### config.mk
export PLATFORM = sky130hd
export DESIGN_NAME = mem_access_unit_flat
export DESIGN_NICKNAME = d
export VERILOG_FILES = /design/src/rtl/mem_access_pkg.sv /design/src/rtl/mem_access_unit_if.sv /design/src/rtl/mem_lane_align.sv /design/src/rtl/mem_access_unit.sv /design/src/flat_wrapper.sv
export SDC_FILE = /design/constraint.sdc
export NUM_CORES = 1
export LEC_CHECK = 0
export ABC_AREA = 0
export ABC_CLOCK_PERIOD_IN_PS = 4600
export BUFFER_PORTS_ARGS = -buffer_cell sky130_fd_sc_hd__buf_4
export CAP_MARGIN = 25
export CORE_MARGIN = 3
export CORE_UTILIZATION = 40
export CTS_CLUSTER_DIAMETER = 30
export DETAILED_ROUTE_END_ITERATION = 8
export GPL_TIMING_DRIVEN = 0
export PLACE_DENSITY = 0.67
export SYNTH_ARGS = -nofsm -noshare
export SYNTH_HDL_FRONTEND = slang
export SYNTH_SLANG_ARGS = --single-unit
### constraint.sdc
create_clock -name clock -period 4.6 [get_ports clock]
set_input_delay 0.23 -clock clock [delete_from_list [all_inputs] [get_ports clock]]
set_output_delay 0.23 -clock clock [all_outputs]
set_load 0.05 [all_outputs]
### src/rtl/mem_access_pkg.sv
// Shared definitions for the load/store sequencer: access-size codes, FSM
// state encoding and the byte-lane mask helper.
package mem_access_pkg;

    localparam logic [1:0] SIZE_BYTE = 2'b00;
    localparam logic [1:0] SIZE_HALF = 2'b01;
    localparam logic [1:0] SIZE_WORD = 2'b10;

    typedef enum logic [1:0] {
        IDLE  = 2'd0,
        READ  = 2'd1,
        WRITE = 2'd2,
        RESP  = 2'd3
    } state_t;

    // Little-endian byte enables for an access of the given size at byte offset lo.
    function automatic logic [3:0] lane_mask(input logic [1:0] size, input logic [1:0] lo);
        logic [3:0] mask;
        case (size)
            SIZE_BYTE: mask = 4'b0001 << lo;
            SIZE_HALF: mask = lo[1] ? 4'b1100 : 4'b0011;
            SIZE_WORD: mask = 4'b1111;
            default:   mask = 4'b0000;
        endcase
        return mask;
    endfunction

endpackage

### src/rtl/mem_access_unit_if.sv
// Request/response handshake between the execute stage (master) and the
// load/store sequencer (slave).
interface mem_access_unit_if #(
    parameter int ADDR_W = 32
);
    logic              req_valid;
    logic              req_ready;
    logic              req_write;
    logic [1:0]        req_size;
    logic              req_signed;
    logic [ADDR_W-1:0] req_addr;
    logic [31:0]       req_wdata;
    logic              resp_valid;
    logic [31:0]       resp_rdata;
    logic              resp_fault;

    modport master (
        output req_valid, req_write, req_size, req_signed, req_addr, req_wdata,
        input  req_ready, resp_valid, resp_rdata, resp_fault
    );

    modport slave (
        input  req_valid, req_write, req_size, req_signed, req_addr, req_wdata,
        output req_ready, resp_valid, resp_rdata, resp_fault
    );
endinterface

### src/rtl/mem_lane_align.sv
// Combinational lane logic: fault detection on the incoming request, load
// extraction with sign/zero extension, and sub-word store merge.
// Optional macro MEM_ACCESS_RANGE_CHECK_EN adds an address range fault.
module mem_lane_align
    import mem_access_pkg::*;
#(
    parameter int MEM_WORDS = 64,
    parameter int ADDR_W    = 32
) (
    input  logic [ADDR_W-1:0] chk_addr,
    input  logic [1:0]        chk_size,
    input  logic [1:0]        lane_addr,
    input  logic [1:0]        lane_size,
    input  logic              lane_signed,
    input  logic [31:0]       wdata,
    input  logic [31:0]       rword,
    output logic [31:0]       load_data,
    output logic [31:0]       merge_word,
    output logic              fault
);

    logic        align_fault;
    logic        range_fault;
    logic [31:0] shifted;
    logic [31:0] wrep;
    logic [3:0]  byte_en;

    always_comb begin
        align_fault = 1'b0;
        case (chk_size)
            SIZE_BYTE: align_fault = 1'b0;
            SIZE_HALF: align_fault = chk_addr[0];
            SIZE_WORD: align_fault = (chk_addr[1:0] != 2'b00);
            default:   align_fault = 1'b1;
        endcase
    end

`ifdef MEM_ACCESS_RANGE_CHECK_EN
    assign range_fault = (chk_addr[ADDR_W-1:2] >= (ADDR_W-2)'(MEM_WORDS));
`else
    logic unused_range;
    assign unused_range = (^chk_addr[ADDR_W-1:2]) ^ (MEM_WORDS > 0);
    assign range_fault  = 1'b0;
`endif

    assign fault = align_fault | range_fault;

    // Bring the addressed lane down to bit 0 before extending.
    assign shifted = rword >> {lane_addr, 3'b000};

    always_comb begin
        load_data = rword;
        case (lane_size)
            SIZE_BYTE: load_data = {{24{lane_signed & shifted[7]}}, shifted[7:0]};
            SIZE_HALF: load_data = {{16{lane_signed & shifted[15]}}, shifted[15:0]};
            default:   load_data = rword;
        endcase
    end

    // Replicate the store value across all lanes; byte enables pick which land.
    always_comb begin
        wrep = wdata;
        case (lane_size)
            SIZE_BYTE: wrep = {4{wdata[7:0]}};
            SIZE_HALF: wrep = {2{wdata[15:0]}};
            default:   wrep = wdata;
        endcase
    end

    assign byte_en = lane_mask(lane_size, lane_addr);

    generate
        for (genvar gi = 0; gi < 4; gi++) begin : g_lane
            assign merge_word[8*gi +: 8] = byte_en[gi] ? wrep[8*gi +: 8] : rword[8*gi +: 8];
        end
    endgenerate

endmodule

### src/rtl/mem_access_unit.sv
// Load/store sequencer: turns byte/half/word requests into word accesses on a
// combinational-read memory port, with read-modify-write for sub-word stores.
// Optional macro MEM_ACCESS_RANGE_CHECK_EN faults requests beyond MEM_WORDS.
module mem_access_unit
    import mem_access_pkg::*;
#(
    parameter int MEM_WORDS = 64,
    parameter int ADDR_W    = 32
) (
    input  logic               clock,
    input  logic               reset,
    mem_access_unit_if.slave   exe,
    output logic               MemRead,
    output logic               MemWrite,
    output logic [ADDR_W-1:0]  Address,
    output logic [31:0]        WriteData,
    input  logic [31:0]        ReadData
);

    state_t            state_reg;
    state_t            state_next;
    logic [ADDR_W-1:0] addr_reg;
    logic [1:0]        size_reg;
    logic              write_reg;
    logic              signed_reg;
    logic [31:0]       wdata_reg;
    logic              fault_reg;
    logic [31:0]       word_reg;

    logic              accept;
    logic              fault_in;
    logic [31:0]       load_data;
    logic [31:0]       merge_word;

    assign accept = (state_reg == IDLE) && exe.req_valid;

    mem_lane_align #(
        .MEM_WORDS (MEM_WORDS),
        .ADDR_W    (ADDR_W)
    ) u_align (
        .chk_addr    (exe.req_addr),
        .chk_size    (exe.req_size),
        .lane_addr   (addr_reg[1:0]),
        .lane_size   (size_reg),
        .lane_signed (signed_reg),
        .wdata       (wdata_reg),
        .rword       (word_reg),
        .load_data   (load_data),
        .merge_word  (merge_word),
        .fault       (fault_in)
    );

    always_ff @(posedge clock) begin
        if (reset) begin
            state_reg <= IDLE;
        end else begin
            state_reg <= state_next;
        end
    end

    always_ff @(posedge clock) begin
        if (reset) begin
            addr_reg   <= '0;
            size_reg   <= 2'b00;
            write_reg  <= 1'b0;
            signed_reg <= 1'b0;
            wdata_reg  <= '0;
            fault_reg  <= 1'b0;
            word_reg   <= '0;
        end else begin
            if (accept) begin
                addr_reg   <= exe.req_addr;
                size_reg   <= exe.req_size;
                write_reg  <= exe.req_write;
                signed_reg <= exe.req_signed;
                wdata_reg  <= exe.req_wdata;
                fault_reg  <= fault_in;
            end
            if (state_reg == READ) begin
                word_reg <= ReadData;
            end
        end
    end

    always_comb begin
        state_next = state_reg;
        case (state_reg)
            IDLE: begin
                if (exe.req_valid) begin
                    if (fault_in)
                        state_next = RESP;
                    else if (exe.req_write && exe.req_size == SIZE_WORD)
                        state_next = WRITE;
                    else
                        state_next = READ;
                end
            end
            READ:    state_next = write_reg ? WRITE : RESP;
            WRITE:   state_next = RESP;
            RESP:    state_next = IDLE;
            default: state_next = IDLE;
        endcase
    end

    always_comb begin
        exe.req_ready  = 1'b0;
        exe.resp_valid = 1'b0;
        exe.resp_fault = 1'b0;
        exe.resp_rdata = '0;
        MemRead        = 1'b0;
        MemWrite       = 1'b0;
        Address        = '0;
        WriteData      = '0;
        case (state_reg)
            IDLE: exe.req_ready = 1'b1;
            READ: begin
                MemRead = 1'b1;
                Address = {addr_reg[ADDR_W-1:2], 2'b00};
            end
            WRITE: begin
                MemWrite  = 1'b1;
                Address   = {addr_reg[ADDR_W-1:2], 2'b00};
                WriteData = (size_reg == SIZE_WORD) ? wdata_reg : merge_word;
            end
            RESP: begin
                exe.resp_valid = 1'b1;
                exe.resp_fault = fault_reg;
                // Stores and faults return zero data.
                exe.resp_rdata = (!write_reg && !fault_reg) ? load_data : 32'h0;
            end
            default: ;
        endcase
    end

endmodule

### src/flat_wrapper.sv
// flat-port wrapper written by rule: the top's interface ports become plain ports
module mem_access_unit_flat import mem_access_pkg::*;
#(
    parameter int MEM_WORDS = 64,
    parameter int ADDR_W    = 32
)
  (clock, reset, MemRead, MemWrite, Address, WriteData, ReadData, exe_req_valid, exe_req_write, exe_req_size, exe_req_signed, exe_req_addr, exe_req_wdata, exe_req_ready, exe_resp_valid, exe_resp_rdata, exe_resp_fault);
  mem_access_unit_if #(.ADDR_W(ADDR_W)) exe_i ();
  input  logic clock;
  input  logic reset;
  output logic MemRead;
  output logic MemWrite;
  output logic [ADDR_W-1:0] Address;
  output logic [31:0] WriteData;
  input  logic [31:0] ReadData;
  input wire logic [$bits(exe_i.req_valid)-1:0] exe_req_valid;
  input wire logic [$bits(exe_i.req_write)-1:0] exe_req_write;
  input wire logic [$bits(exe_i.req_size)-1:0] exe_req_size;
  input wire logic [$bits(exe_i.req_signed)-1:0] exe_req_signed;
  input wire logic [$bits(exe_i.req_addr)-1:0] exe_req_addr;
  input wire logic [$bits(exe_i.req_wdata)-1:0] exe_req_wdata;
  output wire logic [$bits(exe_i.req_ready)-1:0] exe_req_ready;
  output wire logic [$bits(exe_i.resp_valid)-1:0] exe_resp_valid;
  output wire logic [$bits(exe_i.resp_rdata)-1:0] exe_resp_rdata;
  output wire logic [$bits(exe_i.resp_fault)-1:0] exe_resp_fault;
  assign exe_i.req_valid = exe_req_valid;
  assign exe_i.req_write = exe_req_write;
  assign exe_i.req_size = exe_req_size;
  assign exe_i.req_signed = exe_req_signed;
  assign exe_i.req_addr = exe_req_addr;
  assign exe_i.req_wdata = exe_req_wdata;
  assign exe_req_ready = exe_i.req_ready;
  assign exe_resp_valid = exe_i.resp_valid;
  assign exe_resp_rdata = exe_i.resp_rdata;
  assign exe_resp_fault = exe_i.resp_fault;
  mem_access_unit #(.MEM_WORDS(MEM_WORDS), .ADDR_W(ADDR_W)) u_core (.clock(clock), .reset(reset), .exe(exe_i), .MemRead(MemRead), .MemWrite(MemWrite), .Address(Address), .WriteData(WriteData), .ReadData(ReadData));
endmodule
==> results of run 1 <==
[cells in the final DEF (no fill, tap or decap), types with 2 or more instances in the layout]
master and n:
a21oi_2 2, a21oi_1 79, dfxtp_1 103, conb_1 2
a21boi_0 7, nand2b_1 3, o22ai_1 4, mux2i_1 43
buf_4 205, and2_1 36, o21ai_1 3, buf_6 3
buf_1 6, nor3_1 3, clkinv_2 2, inv_6 2
buf_2 13, nor2_1 84, ha_1 4, nand3_1 12
a22oi_1 9, o2bb2ai_1 7, a2111oi_0 2, clkbuf_1 32
o221ai_1 14, nand2_1 170, nor2b_1 7, clkbuf_16 9
o21ai_0 44, o21a_1 3, inv_1 4, and3_1 6
o211ai_1 3, nor2_2 10, a311oi_1 5
[area by class of cell]
| class | count | area (µm²) |
|---|---|---|
| buffer | 61 | 299 |
| clock buffer | 9 | 225 |
| clock inverter | 7 | 76.3 |
| fill | 1358 | 5810 |
| inverter | 5 | 18.8 |
| multi-input combinational | 578 | 3180 |
| sequential | 103 | 2060 |
| tap | 176 | 220 |
| timing repair buffer | 200 | 1500 |
[stage by stage]
step | instance area, µm² | power [mW] | hold WS [ns] | cells | setup WS, ns
2_1_floorplan | 5560 | 2.67 | 0.366 | 747 | 1.79
3_3_place_gp | 7290 | 3.27 | 0.438 | 1123 | 2.29
3_5_place_dp | 7290 | 3.28 | 0.442 | 1123 | 2.29
4_1_cts | 7590 | 4.07 | 0.104 | 1139 | 1.88
5_1_grt | 7590 | 4.33 | 0.109 | 1139 | 1.72
6_report | 7590 | 4.06 | 0.112 | 1139 | 1.83
[power by group]
group | switching [mW] | internal [mW] | total [mW]
sequential | 0.198 | 1.08 | 1.28
clock | 0.352 | 0.428 | 0.780
combinational | 1.32 | 0.678 | 2.00
total | 1.87 | 2.18 | 4.06
[metal layers]
metal	up-vias	part of all wire
li1	2955	-
met1	2648	0.42
met2	241	0.45
met3	31	0.098
met4	0	0.026
met5	-	0
[critical path: stages, from the launching register on]
cell	delay [ns]
dfxtp_1	0.33
inv_1	0.09
ha_1	0.17
buf_1	0.32
clkbuf_1	0.42
o211ai_1	0.15
o21ai_0	0.41
buf_4	0.28
[logic make-up after synthesis]
logic type | Yosys count | synth area share
compound gates | 191 | 0.215
mux | 44 | 0.0815
simple gates | 337 | 0.266
buf+inv | 66 | 0.0572
other cells | 1 | 0.000674
fa+ha+maj | 4 | 0.00900
flops | 103 | 0.371
[worst max path at each step]
| stage | from | endpoint | slack [ns] | depth (start not counted) |
|---|---|---|---|---|
| 2_1_floorplan | u_core.state_reg[0] | WriteData[24] | 1.79 | 6 |
| 3_3_place_gp | u_core.state_reg[0] | WriteData[31] | 2.29 | 7 |
| 3_5_place_dp | u_core.state_reg[0] | WriteData[31] | 2.29 | 7 |
| 4_1_cts | u_core.state_reg[0] | WriteData[31] | 1.88 | 7 |
| 5_1_grt | u_core.state_reg[0] | WriteData[31] | 1.72 | 7 |
| 6_report | u_core.state_reg[0] | WriteData[31] | 1.83 | 7 |
==> run_results.csv, run 1 <==
group,metric,value,unit
sta,tns,0,ns
die,core,13400,µm²
power,peakVddDrop,0.000347,V
grt,grt_first_pass_wirelength,28.7,mm
clocking,htreeDepth,3,
detailed_routing,remaining_drc_errors,0,
yosys,synth_edf_count,0,
yosys,ys_ff_latch,103,
sta,fin_skew,0.00939,ns
min_path,min_path_cells,3,
critical_path,r2r-end,"u_core.wdata_reg[12]",
sta,max_freq,0.362,GHz
clocking,tritoncts,"done",
die,die_height,124,µm
clocking,cts_resized,0,
clocking,clock-sinks,103,
critical_path,cp_data_required_time,4.37,ns
clocking,clock_path_buffers,2,
detailed_routing,first_pass_iters,5,
die,die-area,15400,µm²
grt,grt_max_degree,19,
clocking,cts_made_buffers,9,
sta,max_slew.worst_pin.slew,0.760,ns
yosys,syn-instance-count,746,
outcome,outcome,"completed",
yosys,ys_warn_count,0,
finish,final_nets,1065,
critical_path,setup.worst_path.class,"register to output port",
finish,antenna_cells,0,
critical_path,critPathLaunchType,"register",
die,fp.dieW,124,µm
grt,grt.met1_usage,0.316,
sta,relSlewSlack,0.493,
yosys,synth.area.top_cells,"dfxtp_1 (37%), nand2_1 (11%), mux2i_1 (7.7%), a21oi_1 (7.1%), nor2_1 (5.7%)",
power,power.leakage,3.08,nW
grt,gr-total-overflow,0,
min_path,min_from,"exe_req_addr[15]",
critical_path,ff2ff_path_depth,7,
place,io_buffers,200,
detailed_routing,ant_nets,0,
critical_path,reg2reg_from,"u_core.state_reg[0]",
grt,grt_usage,0.244,
yosys,avgSynthCellArea,7.45,µm²
sta,maxSlewViolCount,0,
yosys,synthesis.area,5560,µm²
sta,hold_viol,0,
clocking,postCtsSetupBuffers,0,
yosys,async_flop_share,0,
job,cap_viol_max_count,0,
grt,busiest_layer,"met2",
die,io_pins,204,
min_path,min_to,"u_core.addr_reg[15]",
yosys,synthTopCellsByCount,"nand2_1 (170), dfxtp_1 (103), nor2_1 (84)",
finish,drive_above_1_share,0.268,
detailed_routing,routed_wl,19.1,mm
sta,fin_crit_sh,0.601,
clocking,cts.clk_slew.worst_paths,0.07,ns
detailed_routing,vias_per_cell,5.16,
yosys,synth_top_cell_by_area,"dfxtp_1",
sta,finalSetupViolCount,0,
min_path,hold_class,"input port to register",
finish,fin_util,0.566,
yosys,synth.top_cell.area_share,0.371,
clocking,insertion_delay,0.36,ns
yosys,yosysMostFrequentCell,"nand2_1",
grt,antenna_found_initial,0,
finish,synthToLayoutAreaGrowth,36.5,%
die,initial_utilization,0.415,
place,dp_hpwl,15.0,mm
sta,rsz0062_at_grt,"no",
sta,fin_crit,2.77,ns
yosys,synthFlopType,"dfxtp_1",
yosys,seq_area_frac_synth,0.371,
detailed_routing,vias,5875,
critical_path,cp-end-kind,"output port",
grt,grt_pass1_vias,5401,
clocking,cts_hold_buf,0,
yosys,synth.distinct_cells,51,
critical_path,worst-endpoint-arrival,2.54,ns
detailed_routing,first_iter_violations,325,
critical_path,crit_fanout,10,
clocking,cts_root_buf,"clkbuf_16",
power,cellPowerDensity,535,nW/µm²
detailed_routing,avgRoutedWirePerCell,16.8,µm
place,gp_congestion,0.964,
critical_path,reg2reg_slack,2.67,ns
die,rows,42,
grt,use_met2,0.384,
grt,grt_use_met3,0.0777,
Power figures use the tool's default switching activity.
==> run 2: changes to the inputs <==
- ABC_AREA: 0 -> 1
- ABC_CLOCK_PERIOD_IN_PS: 4600 -> 2500
- PLACE_DENSITY: 0.67 -> 0.69
- clock period: 4.6 -> 2.5 ns (I/O delays scaled with it)
==> run 2 against run 1 <==
Compared with the run above:
- clock power is 77% higher
- utilization fell by 0.10 points
- sequential power up 65%
- non-clock buffer count down 7
- highest routed layer unchanged
==> run_results.csv, run 2 <==
group,metric,value,unit
clocking,clock_path_buffers,2,
sta,fin_crit,2.29,ns
grt,grt_pass1_vias,6106,
min_path,hold_class,"input port to register",
power,totalPowerFinal,6.35,mW
job,cap_viol_max_count,0,
place,io_buffers,200,
power,power.leakage,3.63,nW
critical_path,crit_fanout,10,
power,cellPowerDensity,839,nW/µm²
sta,finalSetupViolCount,0,
clocking,cts_made_buffers,9,
grt,grt_max_degree,17,
yosys,synthTopCellsByCount,"nand2_1 (291), dfxtp_1 (103), a21oi_1 (96)",
detailed_routing,ant_nets,0,
clocking,cts.clk_slew.worst_paths,0.07,ns
finish,ff_latch_area,2060,µm²
finish,multi_input_area,2920,µm²
finish,drive_above_1_share,0.251,
detailed_routing,vias_per_cell,5.01,
sta,relSlewSlack,0.544,
sta,max_freq,0.438,GHz
clocking,clock-sinks,103,
grt,antenna_found_initial,0,
yosys,seq_area_frac_synth,0.371,
sta,hold_viol,0,
finish,synthToLayoutAreaGrowth,36.1,%
yosys,synthesis.area,5560,µm²
yosys,ys_warn_count,0,
die,core,13400,µm²
critical_path,worst-endpoint-arrival,2.16,ns
finish,antenna_cells,0,
die,die_height,124,µm
yosys,synth.distinct_cells,33,
die,io_pins,204,
yosys,avgSynthCellArea,6.39,µm²
finish,final_nets,1189,
die,initial_utilization,0.415,
sta,fin_ws,0.215,ns
power,peakVddDrop,0.000600,V
detailed_routing,avgRoutedWirePerCell,16.4,µm
yosys,ys_ff_latch,103,
critical_path,reg2reg_slack,0.49,ns
clocking,insertion_delay,0.36,ns
yosys,yosysMostFrequentCell,"nand2_1",
grt,grt_usage,0.269,
detailed_routing,first_iter_violations,457,
yosys,synth_top_cell_by_area,"dfxtp_1",
detailed_routing,remaining_drc_errors,0,
min_path,min_path_cells,3,
clocking,tritoncts,"done",
finish,final_common_cell,"nand2_1",
clocking,cts_root_buf,"clkbuf_16",
outcome,outcome,"completed",
yosys,synth_edf_count,0,
die,fp.dieW,124,µm
sta,max_slew.worst_pin.slew,0.684,ns
sta,maxSlewViolCount,0,
detailed_routing,routed_wl,20.7,mm
finish,layout_common_cells,"nand2_1 (291), buf_4 (203), dfxtp_1 (103)",
critical_path,critPathLaunchType,"register",
place,pre_cts_ws,0.509,ns
finish,fillers,1400,
critical_path,ff2ff_path_depth,6,
die,die-area,15400,µm²
grt,gr-total-overflow,0,
die,rows,42,
sta,tns,0,ns
sta,whs,0.0147,ns
place,placed_cell_area,7290,µm²
critical_path,cp_data_required_time,2.38,ns
yosys,synthFlopType,"dfxtp_1",
critical_path,cp-end-kind,"output port",
place,dp_hpwl,16.3,mm
yosys,synth.area.top_cells,"dfxtp_1 (37%), nand2_1 (20%), a21oi_1 (8.6%), nor2_1 (6.3%), inv_1 (5.0%)",
yosys,async_flop_share,0,
yosys,synth.top_cell.area_share,0.371,
sta,fin_crit_sh,0.914,
clocking,htreeDepth,3,
sta,rsz0062_at_grt,"no",
critical_path,setup.worst_path.class,"register to output port",
detailed_routing,vias,6324,
finish,fin_area,7570,µm²
place,gp_congestion,0.980,
grt,grt_first_pass_wirelength,31.7,mm
sta,fin_skew,0.00950,ns
detailed_routing,first_pass_iters,5,
yosys,syn-instance-count,870,
==> run 2: cell count changes after synthesis, moves of 7 or more <==
cell       change
o21ai_1        +8
a21oi_1       +17
a21boi_0       -7
nor2_1         +9
a211oi_1      +35
o221ai_1      -14
nor2b_1        -7
nand2_2        +8
and2_1        -36
mux2i_1       -43
inv_1         +70
o2bb2ai_1      -7
nand2_1      +121
==> run 2: what timing repair did <==
item                                    CTS  global route
setup buffers                             0             0
resized for setup                         0             2
hold buffers                              0             0
endpoints found under the setup margin    0            10
==> run 2: kinds of logic (layout without fill, tap and decap cells) <==
| group | after synthesis | in the layout | share of synthesized area |
|---|---|---|---|
| fa+ha+maj | 4 | 4 | 0.00900 |
| other cells | 1 | 2 | 0.000674 |
| compound gates | 207 | 207 | 0.215 |
| simple gates | 418 | 418 | 0.300 |
| buf+inv | 137 | 352 | 0.105 |
| flops | 103 | 103 | 0.371 |
==> run 2: critical path: stages, from the launching register on <==
cell and delay, ns:
dfxtp_1 0.40, ha_1 0.22, nand2_1 0.19, inv_1 0.36
nand2_4 0.16, buf_6 0.19, nor2_2 0.08, buf_4 0.20
==> run 2: cell type report <==
cell class	count	share of cell area
Multi-Input combinational cell	631	0.386
Clock inverter	4	0.00413
Buffer	54	0.0345
Inverter	83	0.0425
Timing Repair Buffer	200	0.198
Sequential cell	103	0.272
Clock buffer	11	0.0334
Tap cell	176	0.0291
==> run 2: final timing paths <==
kind | endpoint | from
max | exe_resp_rdata[26] | u_core.state_reg[0]
min | u_core.wdata_reg[18] | exe_req_wdata[18]
max reg2reg | u_core.wdata_reg[5] | u_core.state_reg[0]
min reg2reg | u_core.addr_reg[6] | u_core.addr_reg[6]
==> run 2: layer usage <==
layer,track usage,routed length [µm],share of wire,vias to the layer above
li1,-,-,-,3199
met1,0.355,9020,0.44,2826
met2,0.435,9360,0.45,273
met3,0.0731,1930,0.093,26
met4,0.0753,402,0.019,0
met5,0,0,0,-
==> run 2: power by group <==
group          internal (mW)  switching [mW]  total (mW)
Clock                  0.727           0.649        1.38
Sequential              1.91           0.209        2.11
Combinational          0.868            1.99        2.86
Total                   3.50            2.85        6.35
==> run 2: per-stage QoR <==
step | util | std cells
final | 0.565 | 1262
after CTS | 0.565 | 1262
after detailed placement | 0.544 | 1247
after floorplan | - | 871
after global placement | 0.544 | 1247
after global routing | 0.565 | 1262
==> run 3: changes to the inputs <==
- ABC_AREA: 1 -> 0
==> run 3 against run 2 <==
Compared with the run above:
- sequential share of layout area down 0.90 points
- sequential cell count is the same
- clock skew fell by 0.0018 ns
- combinational power grew 33%
- routed wire length down 4.6%
- fmax is 4.5% lower
- clock power grew 12%
- clock-buffer cell count stayed put
- critical path type unchanged
==> run_results.csv, run 3 (synthesis gave the netlist of run 1 again) <==
group,metric,value,unit
outcome,outcome,"completed",
clocking,htreeDepth,3,
sta,finalSetupViolCount,0,
sta,relSlewSlack,0.456,
grt,grt_max_degree,18,
finish,final_common_cell,"buf_4",
clocking,tritoncts,"done",
grt,grt_pass1_vias,5531,
power,clkPwrFrac,0.201,
die,initial_utilization,0.415,
critical_path,cp_data_required_time,2.38,ns
power,cellPowerDensity,983,nW/µm²
detailed_routing,vias,6024,
critical_path,startpoint,"u_core.size_reg[1]",
critical_path,r2r-end,"u_core.wdata_reg[21]",
detailed_routing,wl_met3,2.09,mm
detailed_routing,remaining_drc_errors,0,
clocking,clock-sinks,103,
finish,drive_above_1_share,0.284,
power,p_seq_frac,0.305,
detailed_routing,vias_per_cell,5.22,
detailed_routing,wl_met2,9.09,mm
clocking,cts_root_buf,"clkbuf_16",
power,swShare,0.459,
die,core,13400,µm²
detailed_routing,first_iter_violations,348,
sta,rsz0062_at_grt,"no",
sta,fin_skew,0.00773,ns
critical_path,worst-endpoint-arrival,2.27,ns
finish,final_cells,1153,
clocking,cts.clk_slew.worst_paths,0.07,ns
clocking,clock_path_buffers,2,
clocking,cts_made_buffers,9,
power,p_int,4.16,mW
min_path,hold_class,"input port to register",
finish,antenna_cells,0,
place,place_inst,1123,
finish,final_nets,1079,
critical_path,critPathLaunchType,"register",
detailed_routing,top_layer,"met4",
grt,gr-total-overflow,0,
finish,fillers,1315,
place,dp_hpwl,15.1,mm
grt,grt_usage,0.250,
sta,maxSlewViolCount,0,
finish,layout_common_cells,"buf_4 (206), nand2_1 (170), dfxtp_1 (103)",
critical_path,cp-end-kind,"output port",
sta,fin_crit,2.39,ns
sta,max_slew.worst_pin.slew,0.816,ns
job,cap_viol_max_count,0,
power,power.leakage,3.17,nW
finish,fin_util,0.585,
die,rows,42,
detailed_routing,first_pass_iters,5,
sta,max_freq,0.418,GHz
detailed_routing,ant_nets,0,
detailed_routing,avgRoutedWirePerCell,17.1,µm
die,die-area,15400,µm²
clocking,insertion_delay,0.35,ns
sta,hold_viol,0,
sta,fin_crit_sh,0.957,
detailed_routing,wl_met1,8.27,mm
place,gp_congestion,0.976,
grt,antenna_found_initial,0,
die,io_pins,204,
critical_path,ff2ff_path_depth,7,
critical_path,setup.worst_path.class,"register to output port",
die,fp.dieW,124,µm
critical_path,reg2reg_from,"u_core.state_reg[0]",
place,io_buffers,200,
detailed_routing,routed_wl,19.7,mm
finish,synthToLayoutAreaGrowth,40.9,%
power,peakVddDrop,0.000634,V
grt,grt_first_pass_wirelength,29.5,mm
critical_path,crit_end,"exe_resp_rdata[3]",
critical_path,reg2reg_slack,0.52,ns
die,die_height,124,µm
power,switchingPower,3.54,mW
power,p_comb_frac,0.494,
critical_path,crit_fanout,10,
==> run 3: worst min path at each step <==
stage | startpoint | to | slack, ns | depth (start not counted)
after floorplan | exe_req_addr[10] | u_core.addr_reg[10] | 0.26 | 2
after global placement | ReadData[12] | u_core.word_reg[12] | 0.36 | 3
after detailed placement | ReadData[9] | u_core.word_reg[9] | 0.37 | 3
after CTS | ReadData[16] | u_core.word_reg[16] | 0.0002 | 3
after global routing | ReadData[31] | u_core.word_reg[31] | 0.002 | 3
final | ReadData[31] | u_core.word_reg[31] | 0.007 | 3
==> run 3: final cells by class <==
type                            count  area [µm²]  share of cell area
Inverter                            5        18.8             0.00240
Buffer                             61         305              0.0390
Clock buffer                       11         233              0.0297
Clock inverter                      5        88.8              0.0113
Timing Repair Buffer              214        1640               0.209
Sequential cell                   103        2060               0.263
Multi-Input combinational cell    578        3270               0.417
Tap cell                          176         220              0.0281
==> run 3: per-layer routing <==
metal | track usage | up-vias
li1 | - | 2977
met1 | 0.319 | 2754
met2 | 0.408 | 270
met3 | 0.0849 | 23
met4 | 0.0616 | 0
met5 | 0 | -
==> run 3: metrics by stage <==
step	power, mW	setup slack (ns)	area, µm²	hold WS [ns]	setup TNS, ns
2_1_floorplan	4.96	-0.195	5650	0.261	-0.586
3_3_place_gp	6.08	0.392	7370	0.360	0
3_5_place_dp	6.11	0.395	7370	0.367	0
4_1_cts	7.69	0.0261	7810	0.000182	0
5_1_grt	8.14	0.000818	7830	0.00216	0
6_report	7.70	0.107	7830	0.00707	0
==> run 3: timing repair <==
item | 4_1_cts | 5_1_grt
setup buffers | 0 | 1
endpoints found under the hold margin | 12 | 1
setup endpoints to repair | 2 | 32
resized for setup | 2 | 5
hold buffers | 12 | 1
==> run 3: power by group through the flow <==
stage          registers (mW)  logic [mW]  clock network (mW)
6_report                 2.35        3.80                1.55
5_1_grt                  2.38        4.12                1.64
4_1_cts                  2.33        3.78                1.58
3_5_place_dp             2.37        3.74                   0
3_3_place_gp             2.36        3.72                   0
2_1_floorplan            2.21        2.75                   0
==> run 3: worst max-delay path, cell delays in order, from the launching register on <==
cell	delay, ns
dfxtp_1	0.30
buf_2	0.15
buf_4	0.18
inv_1	0.17
buf_2	0.27
buf_4	0.24
o21ai_0	0.13
a21oi_1	0.23
buf_4	0.25
